$ cat src/rtl/modcnt_pkg.sv
// Shared constants and the step-decode enum for the modulo up/down counter.
package modcnt_pkg;

   localparam logic DIR_UP   = 1'b1;
   localparam logic DIR_DOWN = 1'b0;

   localparam int MODE_WRAP = 0;
   localparam int MODE_SAT  = 1;

   typedef enum logic [2:0] {
      HOLD,
      LOAD,
      INC,
      DEC,
      WRAP_LO,
      WRAP_HI,
      PIN
   } step_op_e;

endpackage

$ cat src/rtl/sat_event_counter.sv
// Generic saturating up-counter: steps on inc, sticks at all ones, cleared only by reset.
module sat_event_counter #(
   parameter int W = 8
) (
   input  logic         clock,
   input  logic         reset,
   input  logic         inc,
   output logic [W-1:0] value
);

   logic [W-1:0] value_q;
   logic [W-1:0] value_d;

   always_comb begin
      value_d = value_q;
      if (inc && (value_q != '1)) begin
         value_d = value_q + W'(1);
      end
   end

   always_ff @(posedge clock or posedge reset) begin
      if (reset) begin
         value_q <= '0;
      end else begin
         value_q <= value_d;
      end
   end

   assign value = value_q;

endmodule

$ cat src/rtl/modulo_counter_ud.sv
// Up/down modulo counter with programmable limit, load, wrap/saturate mode and registered tc.
// Optional wrap-event counter on wrap_count when MODCNT_WRAPCNT_EN is defined.
module modulo_counter_ud
   import modcnt_pkg::*;
#(
   parameter int WIDTH    = 4,
   parameter int SATURATE = 0,
   parameter int WRAP_W   = 8
) (
   input  logic             clock,
   input  logic             reset,
   input  logic             counter_en,
   input  logic             dir,
   input  logic [WIDTH-1:0] limit,
   input  logic             load_en,
   input  logic [WIDTH-1:0] load_value,
   output logic [WIDTH-1:0] count,
   output logic             tc
`ifdef MODCNT_WRAPCNT_EN
   ,
   output logic [WRAP_W-1:0] wrap_count
`endif
);

   logic [WIDTH-1:0] count_q;
   logic [WIDTH-1:0] count_d;
   logic             tc_q;
   logic             tc_d;
   step_op_e         op;

   always_comb begin
      op   = HOLD;
      tc_d = 1'b0;
      if (load_en) begin
         op = LOAD;
      end else if (counter_en) begin
         if (dir == DIR_UP) begin
            if (count_q >= limit) begin
               op   = (SATURATE == MODE_SAT) ? PIN : WRAP_LO;
               tc_d = 1'b1;
            end else begin
               op = INC;
            end
         end else begin
            if (count_q == '0) begin
               op   = (SATURATE == MODE_SAT) ? PIN : WRAP_HI;
               tc_d = 1'b1;
            end else if (count_q > limit) begin
               // Limit shrank under us: clamp back into range, not a wrap event.
               op = WRAP_HI;
            end else begin
               op = DEC;
            end
         end
      end
   end

   always_comb begin
      count_d = count_q;
      case (op)
         HOLD:    count_d = count_q;
         LOAD:    count_d = (load_value <= limit) ? load_value : limit;
         INC:     count_d = count_q + WIDTH'(1);
         DEC:     count_d = count_q - WIDTH'(1);
         WRAP_LO: count_d = '0;
         WRAP_HI: count_d = limit;
         PIN:     count_d = (dir == DIR_UP) ? limit : '0;
         default: count_d = count_q;
      endcase
   end

   always_ff @(posedge clock or posedge reset) begin
      if (reset) begin
         count_q <= '0;
         tc_q    <= 1'b0;
      end else begin
         count_q <= count_d;
         tc_q    <= tc_d;
      end
   end

   assign count = count_q;
   assign tc    = tc_q;

`ifdef MODCNT_WRAPCNT_EN
   sat_event_counter #(
      .W(WRAP_W)
   ) u_wrap_cnt (
      .clock (clock),
      .reset (reset),
      .inc   (tc_d),
      .value (wrap_count)
   );
`endif

endmodule

$ cat config.mk
export PLATFORM = sky130hd
export DESIGN_NAME = modulo_counter_ud
export DESIGN_NICKNAME = d
export VERILOG_FILES = /design/src/rtl/modcnt_pkg.sv /design/src/rtl/sat_event_counter.sv /design/src/rtl/modulo_counter_ud.sv
export SDC_FILE = /design/constraint.sdc
export NUM_CORES = 1
export LEC_CHECK = 0
export ABC_CLOCK_PERIOD_IN_PS = 2850
export CORE_MARGIN = 8
export CORE_UTILIZATION = 45
export CTS_CLUSTER_DIAMETER = 120
export DETAILED_ROUTE_END_ITERATION = 8
export PLACE_DENSITY_LB_ADDON = 0.05
export SLEW_MARGIN = 0
export SYNTH_ARGS = -nofsm -noshare
export SYNTH_HDL_FRONTEND = slang
export SYNTH_SLANG_ARGS = --single-unit
$ cat constraint.sdc
create_clock -name clock -period 2.85 [get_ports clock]
set_input_delay 0.285 -clock clock [delete_from_list [all_inputs] [get_ports clock]]
set_output_delay 0.285 -clock clock [all_outputs]
set_load 0.02 [all_outputs]
* Word level (Yosys, flattened, before mapping)
Index checks and enable logic that the tools add are counted.
** Cells by class
- Multiplexer cells :: 14
- Reductions and logical operators :: 2
- Equal/unequal tests :: 6
- $add $sub $neg :: 2
- Magnitude comparators :: 3
** Operator list (count)
- 4-bit one-hot mux with 6 select lines :: 1
- 3-bit two-way mux :: 6
- 3-bit equality test (second input constant) :: 3
- 4-bit two-way mux :: 2
- 3-bit by 2-bit equality test with 1-bit output (second input constant) :: 2
- 6-bit nonzero test :: 1
- 1-bit two-way mux :: 5
- 4-bit by 1-bit adder with 4-bit output (second input constant) :: 1
- 4-bit >= comparator :: 1
- 4-bit greater-than comparator :: 1
- 4-bit less-or-equal comparator :: 1
- 4-bit logical NOT :: 1
- 4-bit by 1-bit subtractor with 4-bit output (second input constant) :: 1
- 3-bit by 1-bit equality test with 1-bit output (second input constant) :: 1
** Word-level totals
- Word-level logic and storage cells :: 29
- Output and inout port bits :: 5
- Register bits after elaboration :: 5
- Input port bits :: 13

* Depth between registers and ports, before layout
- Depth after elaboration :: 8
- Gate-level depth with buffers :: 12
- Depth with buffers taken out :: 12

* Least setup slack after synthesis
No wires, ideal clock.
- Path kind :: register to register
- Start point :: register count_q[1] (netlist: count[1])
- End point :: register count_q[3] (netlist: count[3])
- Library setup time :: 0.070 ns
- Path buffers :: 0
- Cell stages (with the launch flop) :: 12
- Clock period less this slack :: 2.602 ns
- Arrival time :: 2.532 ns
- Setup slack :: 0.248 ns
- Path through :: dfrtp_1 -> ha_1 -> nor2b_4 -> o211ai_2 -> a21boi_4 -> nor2_1 -> ha_1 -> a21o_1 -> a21oi_1 -> xnor2_1 -> or3_1 -> nand4_1
** Between the ends
- Word-level cells in the longest chain between the ends :: 8
** RTL lines
- start, declared :: RTL line modulo_counter_ud.sv:25 : logic [WIDTH-1:0] count_q;
- start signal, assigned :: RTL line modulo_counter_ud.sv:77 : count_q <= count_d;
- 4-bit greater-than comparator :: RTL line modulo_counter_ud.sv:48 : end else if (count_q > limit) begin
- 3-bit two-way mux :: RTL line modulo_counter_ud.sv:48
- 3-bit two-way mux :: RTL line modulo_counter_ud.sv:45 : if (count_q == '0) begin
- 3-bit two-way mux :: RTL line modulo_counter_ud.sv:37 : if (dir == DIR_UP) begin
- 3-bit two-way mux :: RTL line modulo_counter_ud.sv:36 : end else if (counter_en) begin
- 3-bit two-way mux :: RTL line modulo_counter_ud.sv:34 : if (load_en) begin
- 3-bit equality test (tied with other cells) :: RTL line modulo_counter_ud.sv:60 : case (op)
- 4-bit one-hot mux with 6 select lines / 6-bit nonzero test (equally long branches)
Parallel ways exist; a longest one is shown, timed or not.
A chain may end at the register's enable or synchronous reset.

* Worst setup path after layout
- Start point :: input port limit[1]
- End point :: register count_q[3] (netlist: count[3])
** Between the ends
- Word-level cells in the longest chain between the ends :: 8
** RTL lines
- start, declared :: RTL line modulo_counter_ud.sv:14 : input logic [WIDTH-1:0] limit,
- 4-bit greater-than comparator :: RTL line modulo_counter_ud.sv:48
- 3-bit two-way mux :: RTL line modulo_counter_ud.sv:48
- 3-bit two-way mux :: RTL line modulo_counter_ud.sv:45
- 3-bit two-way mux :: RTL line modulo_counter_ud.sv:37
- 3-bit two-way mux :: RTL line modulo_counter_ud.sv:36
- 3-bit two-way mux :: RTL line modulo_counter_ud.sv:34
- 3-bit equality test (tied with other cells) :: RTL line modulo_counter_ud.sv:60
- 4-bit one-hot mux with 6 select lines / 6-bit nonzero test (equally long branches)
Parallel ways exist; a longest one is shown, timed or not.

==> flow_summary.toml <==
[clocking]
cts_setup_buffers = 0
hold_buffers = 0
clock-sinks = 5
cts_tree = "yes"
insertion_delay_ps = 260
ctsHtreeMaxLevel = 1
path_clk_slew_ps = 50
cts_buffer_depth = 2
cts_made_buffers = 3
cts-root-buf = "clkbuf_4"
post_cts_resized = 0

[critical_path]
arrival_ps = 2800
cp-end-kind = "register"
rr_worst_depth = 11
worstPathMaxFanout = 2
worstSetupStartpointType = "input pin"
crit_type = "in -> reg"
r2r_slack_ps = 410
worstPathRequired_ps = 3050

[placement]
dp_hpwl_um = 1860
pre_cts_slack_ps = -5.75
gp_congestion = 0.810
dp_cells = 134
io_buffers = 17
placed_cell_area_um2 = 1060

[finish]
fillerInstances = 134
syn_to_final_growth_pct = 45.6
antenna_cells = 0
final_nets = 147
final_util = 0.713
drive_gt1_frac = 0.279
stdcell_count = 138
final_cell_area_um2 = 1090

[die]
core_region_area_um2 = 1520
initial_core_util = 0.490
die_area_um2 = 3220
die_h_um = 56.7
rows = 14
io_pins = 18
fp.dieW_um = 56.7

[synth]
synth_top_area_cell = "dfrtp_1"
syn_area_um2 = 747
synth_warnings = 0
synth_cell_types = 39
syn_nets = 109
synth_top_area_share = 0.168
ys.flop_type = "dfrtp_1"
syn_avg_cell_area_um2 = 8.79
ys_ff_latch = 5
ys_top_cells_by_area = "dfrtp_1 17%, ha_1 17%, nand2_1 5.0%"
synth_edf_count = 0
synth_cells = 85
synthTopCellsByCount = "10 x ha_1, 10 x nand2_1, 7 x inv_1, 5 x dfrtp_1"
synthArstFlopShare = 1.00
ys_seq_area_frac = 0.168

[grt]
grt_overflow_total = 0
antenna_found_initial = 0
grt_pass1_vias = 836
track_usage = 0.136
grt_pass1_wl_um = 3580
grt_max_degree = 11

[sta]
hold_viol = 0
tightest_slew_ps = 323
setup_viol = 0
finalCriticalPeriod_ps = 2600
drv_slew = 0
fin_setup_tns_ps = 0
slew_headroom = 0.784
post-route-period-util = 0.912
fin_ws_ps = 249
skew_ps = 9.34
hold_slack_ps = 216
fmax_ghz = 0.385
rsz0062_at_grt = "false"

[power_and_ir_drop]
p_total_mw = 0.536
leakagePower_nw = 0.518
peakVddDrop_mv = 0.420
powerDensity_nw_per_um2 = 493

[detailed_routing]
drt_wl_total_um = 2200
vias_per_cell = 5.74
vias = 792
wl_per_cell_um = 15.9
dr.pass1.iters = 4
antenna_left = 0
drc = 0
drt-initial-drc-count = 14

[run]
drv_cap = 0

[status]
status = "complete, no violations"

[min_path]
holdCritPathClass = "in -> async"
state kept, by name, summed over array words and instances, names as in the netlist:
signal / cells
tc: 1
count: 4
report_power, final:
group          internal (mW)  switching, mW
clock network         0.0513         0.0378
logic                  0.177          0.174
registers             0.0859         0.0107
total                  0.314          0.222
placed cells by master (no fill, tap or decap), drive strengths merged, types with 2 or more instances in the layout:
master	instances
nand2	10
nor3	3
nor2	3
a21oi	5
o211ai	3
or3	2
xnor2	2
clkbuf	3
ha	10
buf	17
a21o	3
a21boi	2
a211o	2
nand2b	2
nor2b	3
inv	7
nand3	3
dfrtp	5
clkdlybuf4s50	17
nand4	4
cells by family after synthesis:
kind of cell               Yosys count  synth area share
muxes                                2            0.0285
adders and majority gates           11             0.194
buffers and inverters                8            0.0419
DFF                                  5             0.168
and+or+nand+nor                     35             0.273
xor gates and xnor gates             2            0.0235
AOI/OAI and AO/OA                   22             0.271
cell type report:
cell class | instances | area [um^2] | area share
Clock buffer | 3 | 22.5 | 0.0207
Clock inverter | 1 | 5.00 | 0.00460
Inverter | 7 | 26.3 | 0.0242
Multi-Input combinational cell | 72 | 591 | 0.543
Sequential cell | 5 | 125 | 0.115
Tap cell | 16 | 20.0 | 0.0184
Timing Repair Buffer | 34 | 298 | 0.274
worst max-delay path, stage by stage:
cell	delay (ps)
clkdlybuf4s50_1	470
inv_1	50
ha_1	300
nor2b_4	140
o211ai_2	210
a21boi_4	80
nor2_1	160
ha_1	250
a21o_1	180
a21oi_1	170
xnor2_1	100
or3_1	320
nand4_1	80
path summary, 6_finish.rpt:
kind / to / from
worst max-delay path: count[3] / limit[1]
worst min-delay path: count[0] / reset
min in group clock: tc / counter_en
worst min register to register: count[0] / count[0]
worst max register to register: count[3] / count[1]
max in group asynchronous: count[2] / reset
layer usage:
layer / track usage / vias up / wire (um)
met5: 0 / - / 0
met1: 0.145 / 375 / 907
met2: 0.241 / 21 / 1130
met4: 0.0403 / 0 / 13
li1: - / 394 / -
met3: 0.0517 / 2 / 151
No activity file was read; power rests on OpenSTA's default activity.
